### src/rtl/uart_tx_arbiter.sv
// Round-robin arbiter sharing one UART TX path and its RTS/CTS handshake
// between NUM_REQ byte-stream requesters, granting whole frames at a time.
module uart_tx_arbiter #(
  parameter int NUM_REQ     = 4,
  parameter int DATA_W      = 8,
  parameter int GAP_CYCLES  = 16,
  parameter int CTS_TIMEOUT = 1024
) (
  input  logic                      tck,
  input  logic                      rst_n,
  input  logic                      enable,
  input  logic [NUM_REQ-1:0]        req_valid,
  input  logic [NUM_REQ*DATA_W-1:0] req_data,
  input  logic [NUM_REQ-1:0]        req_last,
  output logic [NUM_REQ-1:0]        req_ready,
  output logic                      tx_rts_n,
  input  logic                      tx_cts_n,
  output logic [DATA_W-1:0]         tx_data,
  output logic                      tx_valid,
  input  logic                      tx_ready,
  output logic [NUM_REQ-1:0]        grant,
  output logic                      busy,
  output logic                      timeout_err
);

  localparam int IDX_W   = (NUM_REQ > 1) ? $clog2(NUM_REQ) : 1;
  localparam int CNT_MAX = (GAP_CYCLES > CTS_TIMEOUT) ? GAP_CYCLES : CTS_TIMEOUT;
  localparam int CNT_W   = $clog2(CNT_MAX) + 1;
  localparam logic [CNT_W-1:0] CTS_LAST = CNT_W'(CTS_TIMEOUT - 1);
  localparam logic [CNT_W-1:0] GAP_LAST = CNT_W'((GAP_CYCLES == 0) ? 0 : GAP_CYCLES - 1);

  typedef enum logic [1:0] {IDLE, REQ, XFER, GAP} state_t;

  state_t             state;
  logic [IDX_W-1:0]   gidx;
  logic [IDX_W-1:0]   last_grant;
  logic [CNT_W-1:0]   cnt;

  logic [DATA_W-1:0]  req_bytes [NUM_REQ];
  logic               sel_found;
  logic [IDX_W-1:0]   sel_idx;
  logic [IDX_W-1:0]   cand;
  logic               in_xfer;
  logic               cts_ok;
  logic               xfer_fire;

  always_comb begin
    for (int i = 0; i < NUM_REQ; i++) begin
      req_bytes[i] = req_data[i*DATA_W +: DATA_W];
    end
  end

  // Search upward from the requester after the last winner, wrapping around.
  always_comb begin
    sel_found = 1'b0;
    sel_idx   = '0;
    cand      = '0;
    for (int off = 1; off <= NUM_REQ; off++) begin
      cand = IDX_W'((int'(last_grant) + off) % NUM_REQ);
      if (!sel_found && req_valid[cand]) begin
        sel_found = 1'b1;
        sel_idx   = cand;
      end
    end
  end

  // Byte handshake is a combinational pass-through gated by state and CTS.
  assign in_xfer   = (state == XFER);
  assign cts_ok    = ~tx_cts_n;
  assign tx_valid  = in_xfer & req_valid[gidx] & cts_ok;
  assign tx_data   = in_xfer ? req_bytes[gidx] : '0;
  assign req_ready = grant & {NUM_REQ{in_xfer & tx_ready & cts_ok}};
  assign xfer_fire = tx_valid & tx_ready;
  assign busy      = (state != IDLE);

  always_ff @(posedge tck or negedge rst_n) begin
    if (!rst_n) begin
      state       <= IDLE;
      grant       <= '0;
      gidx        <= '0;
      last_grant  <= IDX_W'(NUM_REQ - 1);
      tx_rts_n    <= 1'b1;
      timeout_err <= 1'b0;
      cnt         <= '0;
    end else begin
      timeout_err <= 1'b0;
      case (state)
        IDLE: begin
          if (enable && sel_found) begin
            grant      <= {{(NUM_REQ-1){1'b0}}, 1'b1} << sel_idx;
            gidx       <= sel_idx;
            last_grant <= sel_idx;
            tx_rts_n   <= 1'b0;
            cnt        <= '0;
            state      <= REQ;
          end
        end
        REQ: begin
          if (!tx_cts_n) begin
            cnt   <= '0;
            state <= XFER;
          end else if (cnt == CTS_LAST) begin
            timeout_err <= 1'b1;
            tx_rts_n    <= 1'b1;
            grant       <= '0;
            cnt         <= '0;
            state       <= GAP;
          end else begin
            cnt <= cnt + 1'b1;
          end
        end
        XFER: begin
          if (xfer_fire && req_last[gidx]) begin
            tx_rts_n <= 1'b1;
            grant    <= '0;
            cnt      <= '0;
            state    <= GAP;
          end
        end
        GAP: begin
          if (cnt == GAP_LAST) begin
            cnt   <= '0;
            state <= IDLE;
          end else begin
            cnt <= cnt + 1'b1;
          end
        end
        default: state <= IDLE;
      endcase
    end
  end

endmodule

### config.mk
export PLATFORM = sky130hd
export DESIGN_NAME = uart_tx_arbiter
export DESIGN_NICKNAME = d
export VERILOG_FILES = /design/src/rtl/uart_tx_arbiter.sv
export SDC_FILE = /design/constraint.sdc
export NUM_CORES = 1
export LEC_CHECK = 0
export CAP_MARGIN = 20
export CORE_ASPECT_RATIO = 0.5
export CORE_MARGIN = 1.5
export CORE_UTILIZATION = 30
export DETAILED_ROUTE_END_ITERATION = 10
export DONT_BUFFER_PORTS = 1
export PLACE_DENSITY = 0.55
export SLEW_MARGIN = 20
export SYNTH_ARGS = -nofsm -noshare
export SYNTH_HDL_FRONTEND = slang
export SYNTH_SLANG_ARGS = --single-unit
### constraint.sdc
create_clock -name tck -period 2.8 [get_ports tck]
set_clock_uncertainty 0.2 [all_clocks]
set_input_delay 0.14 -clock tck [delete_from_list [all_inputs] [get_ports tck]]
set_output_delay 0.14 -clock tck [all_outputs]
set_load 0.1 [all_outputs]
==> results by group, run 1 <==
Yosys
  • Syn_nets: 212
  • Syn avg cell area: 10.7 sq um
  • Post-synth EDFFs: 0
  • Cell Area, Synth: 1720 sq um
  • Distinct cells, synth: 47
  • Sequential area share after synthesis: 33.6%
  • Cell taking the most area after synthesis: dfrtp_1
  • Synth warnings: 0
  • Ranking of synthesized cells by area: dfrtp_1 (29%), mux4_1 (14%), dfstp_2 (4.6%)
  • #FFs+latches synth: 23
  • Syn Inst Count: 161
  • Post-synth top area share: 29.1%
  • Post-synth top flop: dfrtp_1
  • Ys async rst share: 100%

GRT
  • Total Routing Usage GR: 13.9%
  • Initial antenna violation count: 1
  • Largest net degree at the start of global routing: 24
  • Most Crowded Layer GR: met2
  • Number of global-route vias before repair: 1280
  • Met2 Track Usage GR: 21.5%
  • Global route total overflow: 0
  • Met1 global-route usage: 19.5%
  • First-pass GRT wire length: 6600 um
  • Grt met3 use: 3.72%

Detailed routing
  • Final WL: 4090 um
  • Routed length per placed instance: 15.9 um
  • First-pass DRT Iterations: 5
  • DRT iter0 DRCs: 77
  • Total number of vias: 1362
  • DR DRC count: 0
  • Antenna Violating Nets Remaining: 0
  • Detailed-route vias per instance: 5.30

Worst setup path
  • WS Path Type: register to register
  • Max Fanout on Critical Path: 11
  • Required @ worst endpoint: 2.74 ns
  • Slowest-stage cell, CP: dfrtp_1
  • Critical path's top delay family: compound AO/OA/AOI/OAI gates
  • Max stage delay on crit path: 0.41 ns
  • Cell chain of the critical path: inv_1 -> ha_1 -> and2b_2 -> nand4_2 -> a21o_4 -> a211o_4 -> mux2_4
  • Worst Path Buf+Inv: 1
  • Worst Setup End Kind: register
  • Startpoint types: register
  • Crit path DAT: 2.51 ns

Die
  • Die area: 6230 sq um
  • Chip width: 110 um
  • Starting Density: 31.2%
  • Die H: 56.6 um
  • Row count: 19
  • Top Ports: 65
  • Core Region: 5520 sq um

STA
  • Fin crit period: 2.56 ns
  • Max Clk Rate: 390 MHz
  • Least-Margin Pin Slew: 0.885 ns
  • Hold slack: 0.00739 ns
  • Final Slew Violations: 0
  • Setup TNS: 0 ns
  • Final setup fails: 0
  • Worst setup margin: 0.237 ns
  • Crit share post-route: 91.5%
  • Slew headroom: 41.0%
  • RSZ-0062 raised after global routing: false
  • Final hold vios: 0

Pwr
  • PD cells: 1220 nW/um^2
  • Leakage: 0.943 nW
  • Peak VDD IR: 0.399 mV

Place
  • DP Wirelength: 3200 um
  • Placer congestion estimate: 0.776
  • Post-Place Worst Slack: 0.279 ns
  • IO buf count: 0

CTS
  • Clock Pin Slew Worst Setup and Hold Paths: 0.06 ns
  • CTS max path bufs: 2
  • Root Driver: clkbuf_16
  • Clock latency on the worst-skew pair: 0.26 ns
  • H-tree depth: 1
  • Postcts setup bufs: 0
  • CTS tree: done
  • Total CTS buffers: 3
  • CTS Sinks: 23

Cells and area
  • Sequential cell area: 579 sq um
  • Area growth, synth to finish: 18.4%
  • Area of the multi-input gates: 1070 sq um
  • Total Nets Final: 235
  • Fill cell count: 565
  • Fraction of layout cells with a size suffix above 1: 25.7%

Run status
  • Status: finished clean

Run
  • Maxcap violations: 0

Worst hold path
  • HP Class: input pin to register
-- layer usage --
metal	vias up	wire, um
met2	25	2060
li1	665	-
met5	-	0
met4	0	0
met1	672	1900
met3	0	124
-- synthesized netlist by cell type, drive strengths merged, types with 4 or more instances --
library cell and n:
nor2 7, nand2 7, nand3 4, dfrtp 20, and3 7, mux2 5
inv 10, a21oi 9, o21ai 10, nor3 6, ha 6, a21o 4
mux4 10, and2 11, a22o 5
-- final cells by class --
cell class / count / area share, %
sequential: 23 / 28.4
multi-input combinational: 123 / 52.7
inverter: 10 / 1.84
timing repair buffer: 23 / 8.59
tap: 73 / 4.48
antenna: 1 / 0.123
clock buffer: 4 / 3.87
-- final timing paths --
check | start | endpoint | slack (ns) | depth (start not counted)
max | state[0] | grant[2] | 0.24 | 7
min | enable | last_grant[0] | 0.007 | 3
max reg2reg | state[0] | grant[2] | 0.24 | 7
min reg2reg | last_grant[0] | last_grant[0] | 0.28 | 2
max in group asynchronous | rst_n | tx_rts_n | 1.84 | 2
min in group asynchronous | rst_n | grant[1] | 0.20 | 2
-- registers in the layout, summed over array words and instances, names as in the netlist --
| name | cells |
|---|---|
| grant | 4 |
| last_grant | 2 |
| state | 2 |
| gidx | 2 |
| cnt | 11 |
| tx_rts_n | 1 |
| timeout_err | 1 |
-- through the flow --
| stage | util (%) | std cells | power (mW) | area, sq um |
|---|---|---|---|---|
| floorplan | - | 161 | 1.88 | 1720 |
| global placement | 35.0 | 249 | 2.16 | 1930 |
| detailed placement | 35.0 | 249 | 2.17 | 1930 |
| CTS | 36.8 | 255 | 2.50 | 2030 |
| global route | 37.0 | 257 | 2.64 | 2040 |
| finish | 37.0 | 257 | 2.49 | 2040 |
-- placed cells by master (no fill, tap or decap), types with 3 or more instances in the layout --
cell type  synthesis  routed
a21oi_1            9       9
a22o_1             5       5
and2_1            10      10
and3_1             7       7
buf_4              1      20
clkbuf_16          0       3
dfrtp_1           20      20
dfstp_2            3       3
ha_1               6       6
inv_1             10      10
mux2_4             4       4
mux4_1             9       9
nand2_1            7       7
nand3_1            3       3
nor2_1             7       7
nor2b_1            3       3
nor3_1             6       6
o21ai_0           10      10
-- worst min-delay path, cell delays in order --
cell     delay [ns]
o41ai_1        0.07
or2_2          0.17
a21oi_1        0.08
-- cells by family (layout without fill, tap and decap cells) --
kind of cell | count (synthesis) | after routing | share of synthesized area (%)
buffers and inverters | 15 | 37 | 4.00
AOI/OAI and AO/OA | 40 | 40 | 16.5
adders and majority gates | 6 | 6 | 4.36
DFF | 23 | 23 | 33.6
and+or+nand+nor | 60 | 60 | 21.1
other | 0 | 1 | 0
muxes | 17 | 17 | 20.3
-- repair_timing --
action                    4_1_cts  5_1_grt
hold endpoints to repair       24       20
gates resized for setup         0        0
hold buffers                    2        1
-- report_power, final --
group | leakage, nW | total [mW] | internal [mW] | switching (mW)
Sequential | 0.299 | 0.593 | 0.439 | 0.154
Clock | 0.0382 | 0.315 | 0.194 | 0.121
Combinational | 0.605 | 1.58 | 0.558 | 1.03
Note: power is estimated with default switching activity, not from simulation.
==> run 2: changes to the inputs <==
--- a/config.mk
+++ b/config.mk
@@ -11,7 +11,7 @@
 export CORE_UTILIZATION = 30
 export DETAILED_ROUTE_END_ITERATION = 10
 export DONT_BUFFER_PORTS = 1
-export PLACE_DENSITY = 0.55
+export PLACE_DENSITY = 0.56
 export SLEW_MARGIN = 20
 export SYNTH_ARGS = -nofsm -noshare
 export SYNTH_HDL_FRONTEND = slang
==> constraint.sdc (replaced) <==
create_clock -name tck -period 2.2 [get_ports tck]
set_clock_uncertainty 0.2 [all_clocks]
set_input_delay 0.11 -clock tck [delete_from_list [all_inputs] [get_ports tck]]
set_output_delay 0.11 -clock tck [all_outputs]
set_load 0.1 [all_outputs]
==> run 2 against run 1 <==
Effect of this change:
- the flow now finishes with violations (hold timing)
- combinational power is 45% higher
- first-iteration DRC count is 49% lower
- final area is 13% higher
- sequential cell count stayed put
- global-route usage hardly changed
- hold slack worse by 0.023 ns
- non-clock buffer count is 22 higher
- routed wire length is 1.2% lower
- die area stayed put
- maximum frequency is 20% higher
- critical endpoint is now grant[3]
==> results by group, run 2 (same netlist as run 1, synthesis figures left out) <==
Die
  • Die H: 56.6 um (unchanged)
  • Chip width: 110 um (unchanged)
  • Starting Density: 31.2% (unchanged)
  • Row count: 19 (unchanged)
  • Core Region: 5520 sq um (unchanged)
  • Die area: 6230 sq um (unchanged)
  • Top Ports: 65 (unchanged)

GRT
  • Number of global-route vias before repair: 1449 (+13%)
  • First-pass GRT wire length: 6720 um (+1.8%)
  • Initial antenna violation count: 0 (-1)
  • Total Routing Usage GR: 13.8% (about the same)
  • Global route total overflow: 0 (unchanged)
  • Largest net degree at the start of global routing: 24 (unchanged)

Cells and area
  • Most frequent cells in the layout: buf_4 (35), dfrtp_1 (19), and2_1 (10), a21oi_1 (9), o21ai_0 (9)
  • Max reg flops: 11 (unchanged)
  • Final instance area: 2290 sq um (+13%)
  • Largest regs: cnt x11, grant x4
  • Fraction of layout cells with a size suffix above 1: 37.1% (+11 points)
  • Total Nets Final: 257 (+9.4%)
  • # diodes: 0 (-1)
  • Final Util: 41.6% (+4.7 points)
  • Most common cell after layout, fill and taps aside: buf_4
  • Area growth, synth to finish: 33.3%
  • Largest register by flop count: cnt

Worst setup path
  • Cell chain of the critical path: mux4_2 -> nand4_2 -> a21o_4 -> a211o_4 -> mux2_4
  • Slowest-stage cell, CP: dfrtp_2
  • Worst Setup End Kind: register
  • Max Fanout on Critical Path: 6 (-5)
  • Critical path's top delay family: multiplexers
  • Worst Path Buf+Inv: 0 (-1)
  • Max stage delay on crit path: 0.44 ns (+0.03 ns)
  • Required @ worst endpoint: 2.15 ns (-0.59 ns)
  • Startpoint types: register
  • Crit path DAT: 2.08 ns (-0.43 ns)
  • WS Path Type: register to register

STA
  • Final Slew Violations: 0 (unchanged)
  • RSZ-0062 raised after global routing: false
  • Crit share post-route: 97.1% (+5.5 points)
  • Least-Margin Pin Slew: 0.513 ns (-0.372 ns)
  • Hold slack: -0.0154 ns (-0.0228 ns)
  • Fin crit period: 2.14 ns (-0.427 ns)
  • Max Clk Rate: 468 MHz (+20%)
  • Setup TNS: 0 ns (unchanged)
  • Final hold vios: 1 (+1)
  • Slew headroom: 65.5% (+24 points)
  • Final setup fails: 0 (unchanged)

Worst hold path
  • HP Class: input pin to register

Detailed routing
  • DRT iter0 DRCs: 39 (-49%)
  • Detailed-route vias per instance: 5.22 (-1.4%)
  • Final WL: 4040 um (-1.2%)
  • DR DRC count: 0 (unchanged)
  • Routed length per placed instance: 14.5 um (-8.6%)
  • First-pass DRT Iterations: 4 (-1)
  • Antenna Violating Nets Remaining: 0 (unchanged)
  • Total number of vias: 1452 (+6.6%)

Run
  • Maxcap violations: 0 (unchanged)

CTS
  • CTS Sinks: 23 (unchanged)
  • Clock Pin Slew Worst Setup and Hold Paths: 0.06 ns (about the same)
  • CTS max path bufs: 2 (unchanged)
  • H-tree depth: 1 (unchanged)
  • CTS tree: done
  • Clock latency on the worst-skew pair: 0.26 ns (about the same)
  • Total CTS buffers: 3 (unchanged)
  • Root Driver: clkbuf_16

Pwr
  • Sw frac: 50.2% (-2.0 points)
  • Clock power frac: 12.1% (-0.5 points)
  • Combinational group share of total power: 68.2% (+4.6 points)
  • PD cells: 1460 nW/um^2 (+20%)
  • Leakage: 1.06 nW (+12%)
  • Pint: 1.67 mW (+40%)
  • Flop pwr share: 19.7% (-4.1 points)
  • Peak VDD IR: 0.721 mV (+81%)
  • P_sw: 1.68 mW (+30%)

Run status
  • Failing checks: hold timing
  • Status: complete, but fails checks

Place
  • DP Wirelength: 3170 um (-0.92%)
  • Placed Area: 2140 sq um (+11%)
  • Placer congestion estimate: 0.791 (+2.0%)
  • IO buf count: 0 (unchanged)
-- run 2: changes by cell type in the layout (fill, tap and decap cells not counted), sizes merged --
| cell | before | now |
|---|---|---|
| dlygate4sd3 | 2 | 3 |
| diode | 1 | 0 |
| clkinvlp | 0 | 2 |
| buf | 21 | 42 |
| clkbuf | 4 | 3 |
| inv | 10 | 9 |
-- run 2: stage by stage --
stage	hold WS (ns)	setup WS (ns)	total power [mW]	cells
after floorplan	-0.386	0.00392	2.41	161
after global placement	-0.385	0.00788	2.86	268
after detailed placement	-0.385	-0.0585	2.90	268
after CTS	0.00531	0.00951	3.35	276
after global routing	0.0136	0.00598	3.55	278
final	-0.0154	0.0645	3.35	278
-- run 2: power by group through the flow --
stage / clock [mW] / combinational (mW) / sequential [mW]
global route: 0.430 / 2.44 / 0.681
finish: 0.407 / 2.29 / 0.660
global placement: 0 / 2.20 / 0.657
floorplan: 0 / 1.53 / 0.877
CTS: 0.416 / 2.28 / 0.656
detailed placement: 0 / 2.24 / 0.659
-- run 2: cell type report --
class | count | area [sq um]
clock buffer | 3 | 75.1
inverter | 10 | 41.3
clock inverter | 1 | 7.51
timing repair buffer | 45 | 409
multi-input combinational | 123 | 1090
fill | 551 | 3220
sequential | 23 | 581
tap | 73 | 91.3
-- run 2: final timing paths --
path | to | startpoint | slack [ns] | depth (start not counted)
setup / recovery | grant[3] | gidx[0] | 0.06 | 5
hold / removal | state[0] | tx_ready | -0.02 | 3
setup reg to reg | grant[3] | gidx[0] | 0.06 | 5
hold reg to reg | last_grant[0] | last_grant[0] | 0.29 | 2
max in group asynchronous | gidx[0] | rst_n | 1.26 | 2
min in group asynchronous | cnt[4] | rst_n | 0.17 | 2
-- run 2: worst min-delay path: stages --
cell	delay, ns
nand4_2	0.06
a21o_4	0.16
o31ai_1	0.07
-- run 2: timing repair --
action / CTS / global route
endpoints found under the hold margin: 26 / 20
setup endpoints to repair: 10 / 14
buffers inserted: 1 / 1
resized for setup: 4 / 5
pin swaps: 1 / 3
hold buffers: 3 / 1
-- run 2: per-layer routing --
layer | GRT usage, % | up-vias | wire (um)
met5 | 0 | - | 0
met4 | 3.66 | 0 | 63
met3 | 3.48 | 4 | 208
met2 | 22.3 | 45 | 1910
met1 | 18.6 | 702 | 1870
li1 | - | 701 | -
